--- config.mk ---
export PLATFORM = sky130hd
export DESIGN_NAME = sha256_arbiter
export DESIGN_NICKNAME = d
export VERILOG_FILES = /design/src/rtl/sha256_arbiter.sv
export SDC_FILE = /design/constraint.sdc
export NUM_CORES = 1
export LEC_CHECK = 0
export CAP_MARGIN = 25
export CORE_AREA = 2 2 215 217
export CTS_CLUSTER_SIZE = 28
export DETAILED_ROUTE_END_ITERATION = 7
export DIE_AREA = 0 0 217 219
export GPL_TIMING_DRIVEN = 0
export PLACE_DENSITY = 0.48
export RECOVER_POWER = 100
export SYNTH_ARGS = -nofsm -noshare
export SYNTH_HDL_FRONTEND = slang
export SYNTH_SLANG_ARGS = --single-unit
--- constraint.sdc ---
create_clock -name clk -period 4.15 [get_ports clk]
set_clock_uncertainty 0.15 [all_clocks]
set_input_delay 0.83 -clock clk [delete_from_list [all_inputs] [get_ports clk]]
set_output_delay 0.83 -clock clk [all_outputs]
set_load 0.01 [all_outputs]
--- src/rtl/sha256_arbiter.sv ---
// Two-channel front end for a shared sha256 engine: grants round-robin, paces bytes
// into the engine, and returns the digest or a timeout error to the granted channel.
module sha256_arbiter #(
  parameter int BYTE_GAP = 0,
  parameter int TIMEOUT  = 4096
) (
  input  logic         clk,
  input  logic         rst,
  input  logic [1:0]   req,
  input  logic [15:0]  s_data,
  input  logic [1:0]   s_valid,
  input  logic [1:0]   s_last,
  output logic [1:0]   s_ready,
  output logic [1:0]   grant,
  output logic [1:0]   res_valid,
  output logic         res_err,
  output logic [255:0] res_hash,
  input  logic [1:0]   res_ack,
  output logic         eng_start,
  output logic [7:0]   eng_data_in,
  output logic         eng_data_valid,
  output logic         eng_data_last,
  input  logic [255:0] eng_hash,
  input  logic         eng_done
);

  localparam int GW = (BYTE_GAP > 0) ? $clog2(BYTE_GAP + 1) : 1;
  localparam int TW = (TIMEOUT > 0) ? $clog2(TIMEOUT + 1) : 1;

  typedef enum logic [2:0] {
    S_IDLE,
    S_START,
    S_STREAM,
    S_WAIT,
    S_RESULT
  } state_t;

  state_t         state, state_d;
  logic           gsel, gsel_d;
  logic           last_served, last_served_d;
  logic [GW-1:0]  gap_cnt, gap_d;
  logic [TW-1:0]  to_cnt, to_d;
  logic [1:0]     grant_d, s_ready_d, res_valid_d;
  logic           res_err_d;
  logic [255:0]   res_hash_d;
  logic           eng_start_d;
  logic [7:0]     eng_data_in_d;
  logic           eng_data_valid_d, eng_data_last_d;
  logic           accept, pick, abort;
  logic [7:0]     g_byte;

  always_comb begin
    state_d          = state;
    gsel_d           = gsel;
    last_served_d    = last_served;
    gap_d            = gap_cnt;
    to_d             = to_cnt;
    grant_d          = grant;
    s_ready_d        = s_ready;
    res_valid_d      = res_valid;
    res_err_d        = res_err;
    res_hash_d       = res_hash;
    eng_start_d      = 1'b0;
    eng_data_in_d    = eng_data_in;
    eng_data_valid_d = 1'b0;
    eng_data_last_d  = 1'b0;

    g_byte = gsel ? s_data[15:8] : s_data[7:0];
    accept = s_valid[gsel] & s_ready[gsel];
    pick   = (req == 2'b11) ? ~last_served : req[1];
    abort  = (state == S_START || state == S_STREAM || state == S_WAIT) && !req[gsel];

    if (abort) begin
      state_d   = S_IDLE;
      grant_d   = '0;
      s_ready_d = '0;
      gap_d     = '0;
      to_d      = '0;
    end else begin
      case (state)
        S_IDLE: begin
          if (|req) begin
            gsel_d  = pick;
            grant_d = pick ? 2'b10 : 2'b01;
            state_d = S_START;
          end
        end
        S_START: begin
          eng_start_d = 1'b1;
          gap_d       = '0;
          state_d     = S_STREAM;
        end
        S_STREAM: begin
          if (accept) begin
            eng_data_in_d    = g_byte;
            eng_data_valid_d = 1'b1;
            eng_data_last_d  = s_last[gsel];
            if (s_last[gsel]) begin
              gap_d     = '0;
              to_d      = '0;
              s_ready_d = '0;
              state_d   = S_WAIT;
            end else begin
              gap_d     = GW'(BYTE_GAP);
              s_ready_d = (BYTE_GAP == 0) ? grant : 2'b00;
            end
          end else if (gap_cnt != '0) begin
            // ready is registered, so it rises on the edge the counter reaches zero
            gap_d     = gap_cnt - GW'(1);
            s_ready_d = (gap_cnt == GW'(1)) ? grant : 2'b00;
          end else begin
            s_ready_d = grant;
          end
        end
        S_WAIT: begin
          if (eng_done) begin
            res_hash_d  = eng_hash;
            res_err_d   = 1'b0;
            res_valid_d = grant;
            to_d        = '0;
            state_d     = S_RESULT;
          end else if (to_cnt == TW'(TIMEOUT - 1)) begin
            res_hash_d  = '0;
            res_err_d   = 1'b1;
            res_valid_d = grant;
            to_d        = '0;
            state_d     = S_RESULT;
          end else begin
            to_d = to_cnt + TW'(1);
          end
        end
        S_RESULT: begin
          if (res_ack[gsel]) begin
            res_valid_d   = '0;
            grant_d       = '0;
            last_served_d = gsel;
            state_d       = S_IDLE;
          end
        end
        default: state_d = S_IDLE;
      endcase
    end
  end

  always_ff @(posedge clk) begin
    if (!rst) begin
      state          <= S_IDLE;
      gsel           <= 1'b0;
      last_served    <= 1'b1;
      gap_cnt        <= '0;
      to_cnt         <= '0;
      grant          <= '0;
      s_ready        <= '0;
      res_valid      <= '0;
      res_err        <= 1'b0;
      res_hash       <= '0;
      eng_start      <= 1'b0;
      eng_data_in    <= '0;
      eng_data_valid <= 1'b0;
      eng_data_last  <= 1'b0;
    end else begin
      state          <= state_d;
      gsel           <= gsel_d;
      last_served    <= last_served_d;
      gap_cnt        <= gap_d;
      to_cnt         <= to_d;
      grant          <= grant_d;
      s_ready        <= s_ready_d;
      res_valid      <= res_valid_d;
      res_err        <= res_err_d;
      res_hash       <= res_hash_d;
      eng_start      <= eng_start_d;
      eng_data_in    <= eng_data_in_d;
      eng_data_valid <= eng_data_valid_d;
      eng_data_last  <= eng_data_last_d;
    end
  end

endmodule
# --- Yosys cells after proc, flatten, opt, wreduce, memory -nomap -nowiden ---
# Cells that the tools add are included.
word_totals:
  reg_bits: 292
  out_inout_bits: 274
  elab_cells: 92
op_classes:
  n_mux: 39
  magnitude_cmp: 1
  eq_ne: 11
  reduce_logical: 21
  add_sub_neg: 1
  bitwise_logic: 6
ops:
  columns: ["op", "n"]
  rows:
  - ["$mux 256", 2]
  - ["$mux 13", 4]
  - ["$pmux 13 s2", 1]
  - ["$mux 3", 6]
  - ["$reduce_and 3->1", 6]
  - ["$mux 1", 15]
  - ["$pmux 3 s5", 1]
  - ["$mux 2", 7]
  - ["$add 13x1->13 const B", 1]
  - ["$eq 13x12->1 const B", 1]
  - ["$mux 8", 1]
  - ["$pmux 2 s2", 2]
  - ["$reduce_bool 2->1", 4]
  - ["$eq 3x2->1 const B", 2]
  - ["$ne 2x2->1 const B", 3]
  - ["$not 1->1", 5]
  - ["$reduce_and 5->1", 1]
  - ["$reduce_and 4->1", 1]
  - ["$reduce_or 2->1", 2]
  - ["$reduce_or 4->1", 1]
  - ["$eq 3x1->1 const B", 1]
  - ["$eq 3x3->1 const B", 1]
  - ["$logic_not 3->1", 1]
  - ["$ne 3x2->1 const B", 1]
  - ["8 further kinds", 9]

# --- Longest topological paths before layout ---
logic_depth:
  word_depth: 6
  depth_mapped: 7
  mapped_depth_nobuf: 5

# --- Worst setup path after synthesis ---
# No wires, ideal clock.
synth_path:
  path_kind: "input to register"
  start: "in req[1]"
  end: "reg s_ready[0]"
  cell_stages: 5
  arrival_ns: 1.908
  setup_ns: 0.128
  required_ns: 3.872
  path_buffers: 1
  setup_slack_ns: 1.964
  path_cell_list: "mux2_2 or2_1 nand2_1 clkbuf_1 nor2_1"
synth_between:
  elab_chain_len: 5
synth_rtl:
  columns: ["item", "line_no", "text"]
  rows:
  - ["from (decl)", "9", "input logic [1:0] req,"]
  - ["$mux 1 (implied by the code) (2 in series)", "71", "abort = (state == S_START || state == S_STREAM || state == S_WAIT) && !req[gsel];"]
  - ["$logic_not 1->1", "71", null]
  - ["$logic_and 1x1->1", "71", null]
  - ["$reduce_or 2->1 (no source line)", null, null]
  - ["to (signal assigned)", "168", "s_ready <= s_ready_d;"]
  - ["to (decl)", "13", "output logic [1:0] s_ready,"]
# Every way passes these cells. The select of a mux whose other input is x is not followed.
# A chain may end at the register's enable or synchronous reset.

# --- Final worst setup path ---
layout_path:
  start: "in req[0]"
  end: "reg res_hash[137]"
layout_between:
  elab_chain_len: 6
layout_rtl:
  columns: ["item", "line_no", "text"]
  rows:
  - ["$mux 1 (implied by the code) (2 in series)", "71", null]
  - ["$logic_not 1->1", "71", null]
  - ["$logic_and 1x1->1", "71", null]
  - ["$not 1->1 (no source line)", null, null]
  - ["$reduce_and 3->1 (no source line)", null, null]
  - ["to (signal assigned)", "171", "res_hash <= res_hash_d;"]
  - ["to (decl)", "17", "output logic [255:0] res_hash,"]
# Every way passes these cells. The select of a mux whose other input is x is not followed.

==> impl_metrics.ini <==
[status]
status = completed

[layout]
layout_common_cells = dfxtp_1, clkdlybuf4s50_1, dlygate4sd3_1
fillers = 4539
drive_above_1_share_pct = 5.937
fin_nets = 1657
fin_cells = 1999
area_growth_pct = 76.29
mostFrequentLayoutCell = dfxtp_1
fin_util_pct = 37.42

[synthesis]
synthSimpleGateAreaFrac_pct = 5.046
yosys_warnings = 0
syn_nets = 1064
muxShareOfSynthArea_pct = 1.268
synth_area_leaders = dfxtp_1, a22o_1, buf_2
syn_avg_cell_area_um2 = 12.27
synth_edf_count = 0
synthAdderAreaFrac_pct = 0.1307
synthXorXnorAreaFrac_pct = 0.09150
synth_area_mm2 = 0.009572
syn_inst = 780
netlist.area_leader.share_pct = 61.07
synth.distinct_cells = 60
ys_seq_area_share_pct = 61.07
synth_top_cell_by_area = dfxtp_1
async_flop_share_pct = 0
synth_top_flop_cell = dfxtp_1
synth_compound_area_share_pct = 28.51
ys_ff_latch = 292
synth_top_family_by_area = compound AO/OA/AOI/OAI gates

[timing]
tightest_slew_ns = 1.161
fin_tns_setup_ns = 0
setup_viol = 0
timing.hold.ws_ns = 0.3167
final_hold_viol_count = 0
max_freq_mhz = 286.9
slew_headroom_pct = 21.96
rsz0062_at_grt = false
min_period_ns = 3.485
slew_violations = 0
fin_crit_sh_pct = 83.98

[global_route]
grt_overflow = 0
track_usage_pct = 15.89
grt_pass1_vias = 9108
antenna_found_initial = 0
grt_max_degree = 13
grt_pass1_wl_mm = 57.53

[hold_path]
holdCritPathClass = flip-flop to flip-flop
whs_path_depth = 1

[detailed_routing]
post_drt_wl_per_cell_um = 19.74
wl_mm = 39.47
first_iter_violations = 292
vias_per_cell = 4.392
antenna_left = 0
drtPass1Iterations = 4
drcViolationCount = 0
num_vias = 8779

[clocking]
cts_setup_buffers = 0
cts_buffer_depth = 3
postCtsResizedCells = 0
cts_tree = built
cts_buffers = 35
clockRootBuffer = clkbuf_16
postCtsHoldBufs = 0
clk_pin_slew_ns = 0.05
cts_max_level = 2
clock_latency_ns = 0.54
cts.sinks = 292

[floorplanning]
dieArea_mm2 = 0.04752
core_mm2 = 0.04509
ios = 557
start_util_pct = 21.23
die_y_um = 219
rows = 78
die_w_um = 217

[critical_path]
setup.worst_path.class = primary input to flip-flop
end_kind = flip-flop
critPathBufInv = 3
crit_chain = dlygate4sd3_1 -> mux2_1 -> nand2b_1 -> nor3_2 -> clkbuf_1 -> clkbuf_1 -> a22o_1
worstPathMaxFanout = 10
critPathSlowestCell = dlygate4sd3_1
timing.critical_path.depth = 7
path_common_cell = clkbuf_1
cp.arrival_ns = 3.80
start_kind = primary input
worstPathRequired_ns = 4.46
max_stage_delay_ns = 0.69
r2r_cells = 7
crit_family = buffers and inverters

[power]
leakage_nw = 7.159
peakVddDrop_v = 0.0002356
power_per_cell_area_mw_per_mm2 = 398.2

[placed_design]
gp_congestion = 0.7964
dpl.hpwl_mm = 30.39
dp.cells = 1936
numPortBuffers = 556

[job]
max_cap_violations = 0
-- layer usage --
metal	wire length [um]	share of wire, %	up-vias	track usage, %
li1	-	-	4225	-
met1	15440	39	4123	17.44
met2	19170	49	379	27.53
met3	3887	9.8	52	6.847
met4	973	2.5	0	5.228
met5	0	0	-	0
-- cells in the mapped netlist (3+ instances only) --
cell and n:
nand2_1 19, buf_2 48, inv_1 4, nand3_1 10, nor3_1 6, nand3b_1 3, a22oi_1 3, a21oi_1 9
o21a_1 3, buf_6 5, a22o_1 256, mux2i_1 11, nand4_1 4, o21ai_0 7, dfxtp_1 292, a211oi_1 11
or4_1 3, nor2_1 18, clkbuf_1 10, buf_4 3, a31oi_1 6
-- registers in the layout (all words and copies together), names as in the netlist --
signal,cells
eng_data_in,8
eng_data_last,1
eng_data_valid,1
eng_start,1
grant,2
gsel,1
last_served,1
res_err,1
res_hash,256
res_valid,2
s_ready,2
state,3
to_cnt,13
-- stage by stage --
stage	instance area [um2]	worst slack [ns]	total power, W
final	16870	0.6647	0.006720
after global routing	16870	0.4627	0.007042
after floorplan	9572	1.964	0.003301
after global placement	15890	0.4099	0.003808
after CTS	17000	0.9542	0.006890
after detailed placement	15890	0.3901	0.003809
-- power breakdown --
group          switching (W)  internal [W]
clock                0.00123       0.00179
sequential         0.0000413       0.00288
combinational       0.000353      0.000433
-- layout make-up --
class	count	area [um2]	area share (%)
Buffer	66	286.5	1.698
Timing Repair Buffer	556	5565	32.98
Multi-Input combinational cell	418	3292	19.51
Clock buffer	51	987.2	5.851
Sequential cell	292	5846	34.64
Tap cell	600	750.7	4.449
Antenna cell	1	2.502	0.01483
Clock inverter	11	128.9	0.7638
Inverter	4	15.01	0.08898
-- path summary, 6_finish.rpt --
kind	end	slack (ns)	from
worst max-delay path	res_hash[137]	0.66	req[0]
worst max register to register	res_hash[243]	0.74	to_cnt[0]
worst min register to register	res_hash[187]	0.32	res_hash[187]
worst min-delay path	res_hash[187]	0.32	res_hash[187]
-- cells by family (layout without fill, tap and decap cells) --
group | count (synthesis) | count (layout)
compound gates | 318 | 318
flops | 292 | 292
simple gates | 86 | 86
buf+inv | 70 | 688
mux | 12 | 12
fa+ha+maj | 1 | 1
xor+xnor | 1 | 1
other cells | 0 | 1
Note: power is estimated with default switching activity, not from simulation.
